**src/rtl/mc_datapath_if.sv**
```systemverilog
// mc_datapath_if
//   Bundles the control word from the main control FSM, the unified memory
//   bus and the status flags returned to the controller.
//   master : controller/memory side (drives control + readdata)
//   slave  : datapath side (drives adr, writedata, op, zero)
interface mc_datapath_if;
  // control word
  logic        memtoreg;
  logic        alusrc_a;
  logic [1:0]  alusrc_b;
  logic        regdst;
  logic        regwrite;
  logic        pcen;
  logic        iord;
  logic        irwrite;
  logic [1:0]  pcsrc;
  logic [1:0]  aluop;
  // memory bus
  logic [31:0] readdata;
  logic [31:0] adr;
  logic [31:0] writedata;
  // status to controller
  logic [5:0]  op;
  logic        zero;

  modport master (
    output memtoreg, alusrc_a, alusrc_b, regdst, regwrite, pcen,
           iord, irwrite, pcsrc, aluop, readdata,
    input  adr, writedata, op, zero
  );

  modport slave (
    input  memtoreg, alusrc_a, alusrc_b, regdst, regwrite, pcen,
           iord, irwrite, pcsrc, aluop, readdata,
    output adr, writedata, op, zero
  );
endinterface

```
**src/rtl/mc_datapath.sv**
```systemverilog
// mc_datapath
//   Multicycle MIPS datapath: PC, IR, memory data register, 32-entry
//   register file, A/B operand latches, ALU with function decode and ALUOut.
//   Sequenced one step per clock by an external control FSM.
// Ports:
//   clk   - clock, all state updates on the rising edge
//   reset - asynchronous, active-low reset
//   bus   - mc_datapath_if.slave: control word in, memory readdata in,
//           adr/writedata to memory, op/zero back to the controller
module mc_datapath #(
  parameter logic [31:0] RESET_PC = 32'h0000_0000,
  parameter int          NREGS    = 32
) (
  input  logic         clk,
  input  logic         reset,
  mc_datapath_if.slave bus
);

  typedef enum logic [2:0] {
    ALU_ADD,
    ALU_SUB,
    ALU_AND,
    ALU_OR,
    ALU_SLT
  } alu_fn_t;

  // architectural / pipeline-step registers
  logic [31:0] pc_reg;
  logic [31:0] ir_reg;
  logic [31:0] data_reg;
  logic [31:0] a_reg;
  logic [31:0] b_reg;
  logic [31:0] aluout_reg;
  logic [31:0] rf_reg [NREGS];

  logic [4:0]       ra1, ra2, wa;
  logic [31:0]      rd1, rd2, wd;
  logic [31:0]      sign_imm;
  logic [31:0]      src_a, src_b;
  logic [31:0]      alu_result;
  logic [31:0]      pc_jump, pc_next;
  logic [NREGS-1:0] rf_we;
  alu_fn_t          alu_fn;

  // ---------------------------------------------------------------- decode
  assign ra1      = ir_reg[25:21];
  assign ra2      = ir_reg[20:16];
  assign wa       = bus.regdst ? ir_reg[15:11] : ir_reg[20:16];
  assign wd       = bus.memtoreg ? data_reg : aluout_reg;
  assign sign_imm = {{16{ir_reg[15]}}, ir_reg[15:0]};
  assign pc_jump  = {pc_reg[31:28], ir_reg[25:0], 2'b00};

  // ---------------------------------------------------------- register file
  // One write strobe per entry; entry 0 never gets a strobe so $0 stays 0.
  genvar gi;
  generate
    for (gi = 0; gi < NREGS; gi++) begin : g_rf_we
      if (gi == 0) begin : g_zero
        assign rf_we[gi] = 1'b0;
      end else begin : g_reg
        assign rf_we[gi] = bus.regwrite && (wa == 5'(gi));
      end
    end
  endgenerate

  always_ff @(posedge clk or negedge reset) begin
    if (!reset) begin
      for (int i = 0; i < NREGS; i++) begin
        rf_reg[i] <= '0;
      end
    end else begin
      for (int i = 0; i < NREGS; i++) begin
        if (rf_we[i]) begin
          rf_reg[i] <= wd;
        end
      end
    end
  end

  // Combinational read of pre-edge contents: a same-edge write is not
  // forwarded into A/B.
  assign rd1 = (ra1 == 5'd0) ? 32'd0 : rf_reg[ra1];
  assign rd2 = (ra2 == 5'd0) ? 32'd0 : rf_reg[ra2];

  // ------------------------------------------------------------ ALU control
  always_comb begin
    alu_fn = ALU_ADD;
    case (bus.aluop)
      2'b01: alu_fn = ALU_SUB;
      2'b10: begin
        case (ir_reg[5:0])
          6'b100010: alu_fn = ALU_SUB;
          6'b100100: alu_fn = ALU_AND;
          6'b100101: alu_fn = ALU_OR;
          6'b101010: alu_fn = ALU_SLT;
          default:   alu_fn = ALU_ADD;  // 100000 and unknown functs
        endcase
      end
      default: alu_fn = ALU_ADD;        // 00 and 11
    endcase
  end

  // -------------------------------------------------------------------- ALU
  assign src_a = bus.alusrc_a ? a_reg : pc_reg;

  always_comb begin
    src_b = b_reg;
    case (bus.alusrc_b)
      2'b00:   src_b = b_reg;
      2'b01:   src_b = 32'd4;
      2'b10:   src_b = sign_imm;
      default: src_b = {sign_imm[29:0], 2'b00};
    endcase
  end

  always_comb begin
    alu_result = src_a + src_b;
    case (alu_fn)
      ALU_SUB: alu_result = src_a - src_b;
      ALU_AND: alu_result = src_a & src_b;
      ALU_OR:  alu_result = src_a | src_b;
      ALU_SLT: alu_result = {31'd0, ($signed(src_a) < $signed(src_b))};
      default: alu_result = src_a + src_b;
    endcase
  end

  // ---------------------------------------------------------------- next PC
  always_comb begin
    pc_next = alu_result;
    case (bus.pcsrc)
      2'b01:   pc_next = aluout_reg;
      2'b10:   pc_next = pc_jump;
      default: pc_next = alu_result;
    endcase
  end

  // -------------------------------------------------------- state registers
  always_ff @(posedge clk or negedge reset) begin
    if (!reset) begin
      pc_reg     <= RESET_PC;
      ir_reg     <= '0;
      data_reg   <= '0;
      a_reg      <= '0;
      b_reg      <= '0;
      aluout_reg <= '0;
    end else begin
      if (bus.pcen) begin
        pc_reg <= pc_next;
      end
      if (bus.irwrite) begin
        ir_reg <= bus.readdata;
      end
      data_reg   <= bus.readdata;
      a_reg      <= rd1;
      b_reg      <= rd2;
      aluout_reg <= alu_result;
    end
  end

  // ---------------------------------------------------------------- outputs
  assign bus.adr       = bus.iord ? aluout_reg : pc_reg;
  assign bus.writedata = b_reg;
  assign bus.op        = ir_reg[31:26];
  assign bus.zero      = (alu_result == 32'd0);

endmodule

```
**src/flat_wrapper.sv**
```systemverilog
// flat-port wrapper written by rule: the top's interface ports become plain ports
module mc_datapath_flat 
#(
  parameter logic [31:0] RESET_PC = 32'h0000_0000,
  parameter int          NREGS    = 32
)
  (clk, reset, bus_memtoreg, bus_alusrc_a, bus_alusrc_b, bus_regdst, bus_regwrite, bus_pcen, bus_iord, bus_irwrite, bus_pcsrc, bus_aluop, bus_readdata, bus_adr, bus_writedata, bus_op, bus_zero);
  mc_datapath_if bus_i ();
  input  logic clk;
  input  logic reset;
  input wire logic [$bits(bus_i.memtoreg)-1:0] bus_memtoreg;
  input wire logic [$bits(bus_i.alusrc_a)-1:0] bus_alusrc_a;
  input wire logic [$bits(bus_i.alusrc_b)-1:0] bus_alusrc_b;
  input wire logic [$bits(bus_i.regdst)-1:0] bus_regdst;
  input wire logic [$bits(bus_i.regwrite)-1:0] bus_regwrite;
  input wire logic [$bits(bus_i.pcen)-1:0] bus_pcen;
  input wire logic [$bits(bus_i.iord)-1:0] bus_iord;
  input wire logic [$bits(bus_i.irwrite)-1:0] bus_irwrite;
  input wire logic [$bits(bus_i.pcsrc)-1:0] bus_pcsrc;
  input wire logic [$bits(bus_i.aluop)-1:0] bus_aluop;
  input wire logic [$bits(bus_i.readdata)-1:0] bus_readdata;
  output wire logic [$bits(bus_i.adr)-1:0] bus_adr;
  output wire logic [$bits(bus_i.writedata)-1:0] bus_writedata;
  output wire logic [$bits(bus_i.op)-1:0] bus_op;
  output wire logic [$bits(bus_i.zero)-1:0] bus_zero;
  assign bus_i.memtoreg = bus_memtoreg;
  assign bus_i.alusrc_a = bus_alusrc_a;
  assign bus_i.alusrc_b = bus_alusrc_b;
  assign bus_i.regdst = bus_regdst;
  assign bus_i.regwrite = bus_regwrite;
  assign bus_i.pcen = bus_pcen;
  assign bus_i.iord = bus_iord;
  assign bus_i.irwrite = bus_irwrite;
  assign bus_i.pcsrc = bus_pcsrc;
  assign bus_i.aluop = bus_aluop;
  assign bus_i.readdata = bus_readdata;
  assign bus_adr = bus_i.adr;
  assign bus_writedata = bus_i.writedata;
  assign bus_op = bus_i.op;
  assign bus_zero = bus_i.zero;
  mc_datapath #(.RESET_PC(RESET_PC), .NREGS(NREGS)) u_core (.clk(clk), .reset(reset), .bus(bus_i));
endmodule
```
**config.mk**
```make
export PLATFORM = sky130hd
export DESIGN_NAME = mc_datapath_flat
export DESIGN_NICKNAME = d
export VERILOG_FILES = /design/src/rtl/mc_datapath_if.sv /design/src/rtl/mc_datapath.sv /design/src/flat_wrapper.sv
export SDC_FILE = /design/constraint.sdc
export NUM_CORES = 2
export LEC_CHECK = 0
export BUFFER_PORTS_ARGS = -buffer_cell sky130_fd_sc_hd__buf_4
export CAP_MARGIN = 20
export CORE_MARGIN = 3
export CORE_UTILIZATION = 49
export DETAILED_ROUTE_END_ITERATION = 12
export PLACE_DENSITY = 0.64
export SYNTH_ARGS = -nofsm -noshare
export SYNTH_HDL_FRONTEND = slang
export SYNTH_SLANG_ARGS = --single-unit
```
**constraint.sdc**
```tcl
create_clock -name clk -period 12.73 [get_ports clk]
set_input_delay 1.273 -clock clk [delete_from_list [all_inputs] [get_ports clk]]
set_output_delay 1.273 -clock clk [all_outputs]
set_load 0.005 [all_outputs]
```
==> metrics.md <==
| Metric | Value |
|---|---|
| Status | `completed` |
| Synth-to-Final Area Change | `10.9%` |
| Combinational fraction of design power | `36.9%` |
| Initial antenna violation count | `10` |
| Total power | `17.5 mW` |
| Routed Antenna Nets | `0` |
| Sequential fraction of the synthesis area | `a little under half` |
| Hold Vio Cnt, Final | `0` |
| Largest register FFs | `between 900 and 1000` |
| Post-synth EDFFs | `0` |
| Fillers | `~11000` |
| Initial core utilization | `49.4%` |
| CP max stage cell | `nor2_2` |
| Top cell type's share of synthesized area | `46.9%` |
| DP Cell Count | `7039` |
| Clk pwr share | `between 20% and 30%` |
| Total clock sinks | `around 1200` |
| All-layer global routing usage | `32.0%` |
| Dominant cells by area after synthesis | `dfrtp_1 47%, mux4_2 19%, a21oi_1 8.1%, nor2_1 6.7%, mux2_2 4.1%` |
| Synth unique cells | `82` |
| Critical path buffer and inverter count | `3` |
| Synth warn | `0` |
| Detailed Routing Iterations Pass 1 | `7` |
| CTS resizes | `0` |
| Core Area | `0.128 mm2` |
| Fin cells | `7280` |
| WL/cell | `between 20 and 30 um` |
| Post-layout instance area | `~0.07 mm2` |
| Mapped Nets | `5834` |
| Number of max-cap violations | `0` |
| Post-CTS Setup Bufs | `0` |
| Vias in the first global route | `about 47000` |
| Post-synth ARST share | `100%` |
| Total grt overflow | `0` |
| Nets@finish | `between 5000 and 6000` |
| DR vias/cell | `6.55` |
| WS Path Type | `in -> out` |
| Worst hold path class | `reg -> reg` |
| Internal | `~11 mW` |
| Max_slew headroom | `roughly 21%` |
| Setup TNS | `0 ns` |
| Clk buf depth | `3` |
| CP cell instances | `buf_4, nor2_2, buf_4, a22o_1, ha_1, nor2_1, o21ai_0, a31oi_1, o32ai_1, a221oi_1, o22ai_1, or3_1, or4_1, or4_1, or4_1, nor4bb_1, buf_4` |
| Worst-margin pin slew | `~1.2 ns` |
| Total wire length | `roughly 210 mm` |
| Worst-path clk slew | `roughly 0.06 ns` |
| Max Transition Viols Final | `0` |
| Peak VDD IR | `between 0.15 and 0.2 mV` |
| Die boundary width | `around 370 um` |
| Cell Rows | `131` |
| CTS tree | `done` |
| IO Pins | `between 100 and 150` |
| Avg Inst Size Synth | `11.1 um2` |
| RSZ-0062 raised after global routing | `false` |
| Hold buffer count at CTS | `0` |
| Dpl ws | `4.35 ns` |
| Largest net degree at the start of global routing | `between 150 and 200` |
| Max Fclk | `about 120 MHz` |
| Net Sw Power | `around 6.3 mW` |
| Leakage Power | `~29 nW` |
| CP delay by family, top | `simple AND/OR/NAND/NOR gates` |
| Full die area | `around 0.13 mm2` |
| Critical Path End Type | `primary output` |
| WP data arrival | `a little over 7 ns` |
| Via count | `around 48000` |
| Placed cell areas | `about 0.066 mm2` |
| Crit-path max FO | `20` |
| Port Buffers | `between 100 and 150` |
| Root Buffer | `clkbuf_16` |
| Latest clock arrival within the worst-skew pair | `roughly 0.8 ns` |
| GPL Wtd Cong | `between 0.9 and 1` |
| Final worst path period need | `between 8 and 9 ns` |
| DP HPWL | `between 100 and 150 mm` |
| Synth Instances | `between 5000 and 6000` |
| FF+latch area | `~0.030 mm2` |
| Die Height | `365 um` |
| CP required | `around 11 ns` |
| Multi-input logic area | `between 0.03 and 0.04 mm2` |
| Clock skew | `between 0.03 and 0.04 ns` |
| Final Cycle Share | `between 60% and 70%` |
| Residual DRC | `0` |
| DRT iter0 DRCs | `~6000` |
| Flop and latch count out of synthesis | `roughly 1200` |
| Share of layout cells above drive strength 1 | `23.4%` |
| Synth area leader | `dfrtp_1` |
| Setup-failing EPs final | `0` |
| Seq pwr share | `between 40% and 50%` |
| Worst setup margin | `about 4.3 ns` |
| Num CTS Buffers | `about 130` |
| PD cells | `between 200 and 300 mW/mm2` |
| Startpoint Class | `input pin` |
| Slowest stage delay, CP | `~0.61 ns` |
| Post-synthesis cell area | `between 0.06 and 0.07 mm2` |
| Global-route wire length before repair | `about 310 mm` |
| Synth Flop Type | `dfrtp_1` |
| Switching Fraction | `between 30% and 40%` |
| CTS H-tree lvls | `4` |
-- cells by family (layout without fill, tap and decap cells) --
logic type | count (synthesis) | after routing | synth area share [%]
simple gates | 1397 | 1397 | 8.82
mux | 849 | 849 | 24.4
fa+ha+maj | 102 | 102 | 2.04
buf+inv | 654 | 585 | 3.97
flops | 1184 | 1184 | 46.9
xor+xnor | 7 | 7 | 0.0970
compound gates | 1492 | 1492 | 13.7
other cells | 0 | 2 | 0
-- power groups by stage --
| stage | clock [mW] | sequential, mW | combinational, mW |
|---|---|---|---|
| after CTS | 3.99 | 7.03 | 6.39 |
| after global placement | 0 | 6.96 | 6.22 |
| after floorplan | 0 | 6.45 | 4.90 |
| after global routing | 4.15 | 7.30 | 7.05 |
| final | 3.94 | 7.11 | 6.46 |
| after detailed placement | 0 | 7.07 | 6.36 |
-- per-layer routing --
metal	vias to the layer above	part of all wire (%)	global-route usage [%]
met2	2421	46	49.4
li1	20400	-	-
met5	-	0.015	0
met3	462	9.6	6.70
met1	24400	41	45.0
met4	4	3.9	11.6
-- worst paths after layout --
check / from / end / slack (ns) / cells after the start
worst min register to register: u_core.rf_reg[5]$_DFFE_PN0P_ / u_core.rf_reg[5]$_DFFE_PN0P_ / 0.50 / 2
worst min-delay path: u_core.rf_reg[5]$_DFFE_PN0P_ / u_core.rf_reg[5]$_DFFE_PN0P_ / 0.50 / 2
worst max register to register: u_core.ir_reg[21]$_DFFE_PN0P_ / u_core.a_reg[0]$_DFF_PN0_ / 7.95 / 6
worst max-delay path: bus_alusrc_b[1] / bus_zero / 4.27 / 17
min in group asynchronous: reset / u_core.rf_reg[126]$_DFFE_PN0P_ / 0.51 / 1
max in group asynchronous: reset / u_core.rf_reg[70]$_DFFE_PN0P_ / 9.71 / 3
-- worst min-delay path, stage by stage (launching register included) --
cell	delay, ns
dfrtp_1	0.36
nand2_1	0.05
o21ai_0	0.06
-- layout make-up --
class                           count  area share [%]
Timing Repair Buffer              240            2.76
Tap cell                         1662            2.97
Sequential cell                  1184            42.3
Antenna cell                        2         0.00715
Clock inverter                     55            1.02
Clock buffer                      181            5.37
Inverter                          109           0.584
Multi-Input combinational cell   3847            44.9
-- stage by stage --
step	hold slack [ns]	utilization [%]
final	0.498	54.8
after global routing	0.522	54.8
after detailed placement	0.489	51.2
after CTS	0.504	54.7
after global placement	0.475	51.2
after floorplan	0.461	-
-- cells in the mapped netlist (5+ instances only) --
cell and instances:
o221ai_1 33, a21o_1 25, a221oi_1 34, a21boi_0 7, buf_1 64, o21ai_0 84
nand2_1 146, o21ai_1 6, nand3_1 15, mux4_2 532, or3_1 9, mux2i_1 87
a21oi_1 1025, and3_1 7, o22ai_1 11, buf_4 7, a22o_1 81, a31oi_1 39
and2_1 8, ha_1 100, or4_1 9, o211ai_1 19, inv_1 109, clkbuf_1 467
o221a_2 5, xnor2_1 6, nand2b_1 13, a221o_1 11, o21bai_1 6, nor2_1 1128
o31ai_1 9, nor3_1 12, mux2_2 230, nor2b_1 20, dfrtp_1 1184, a211oi_1 6
a22oi_1 34
-- cell usage in the layout (no fill, tap or decap), types with 33 or more instances in the layout --
cell type / netlist / routed
dfrtp_1: 1184 / 1174
a22o_1: 81 / 81
a21oi_1: 1025 / 1025
buf_4: 7 / 230
o221ai_1: 33 / 33
mux2i_1: 87 / 54
o21ai_0: 84 / 84
mux4_2: 532 / 532
mux2_2: 230 / 230
a221oi_1: 34 / 34
a31oi_1: 39 / 37
a22oi_1: 34 / 34
clkbuf_16: 0 / 133
nor2_1: 1128 / 1097
inv_1: 109 / 109
nand2_1: 146 / 146
ha_1: 100 / 100
Note: power is estimated with default switching activity, not from simulation.
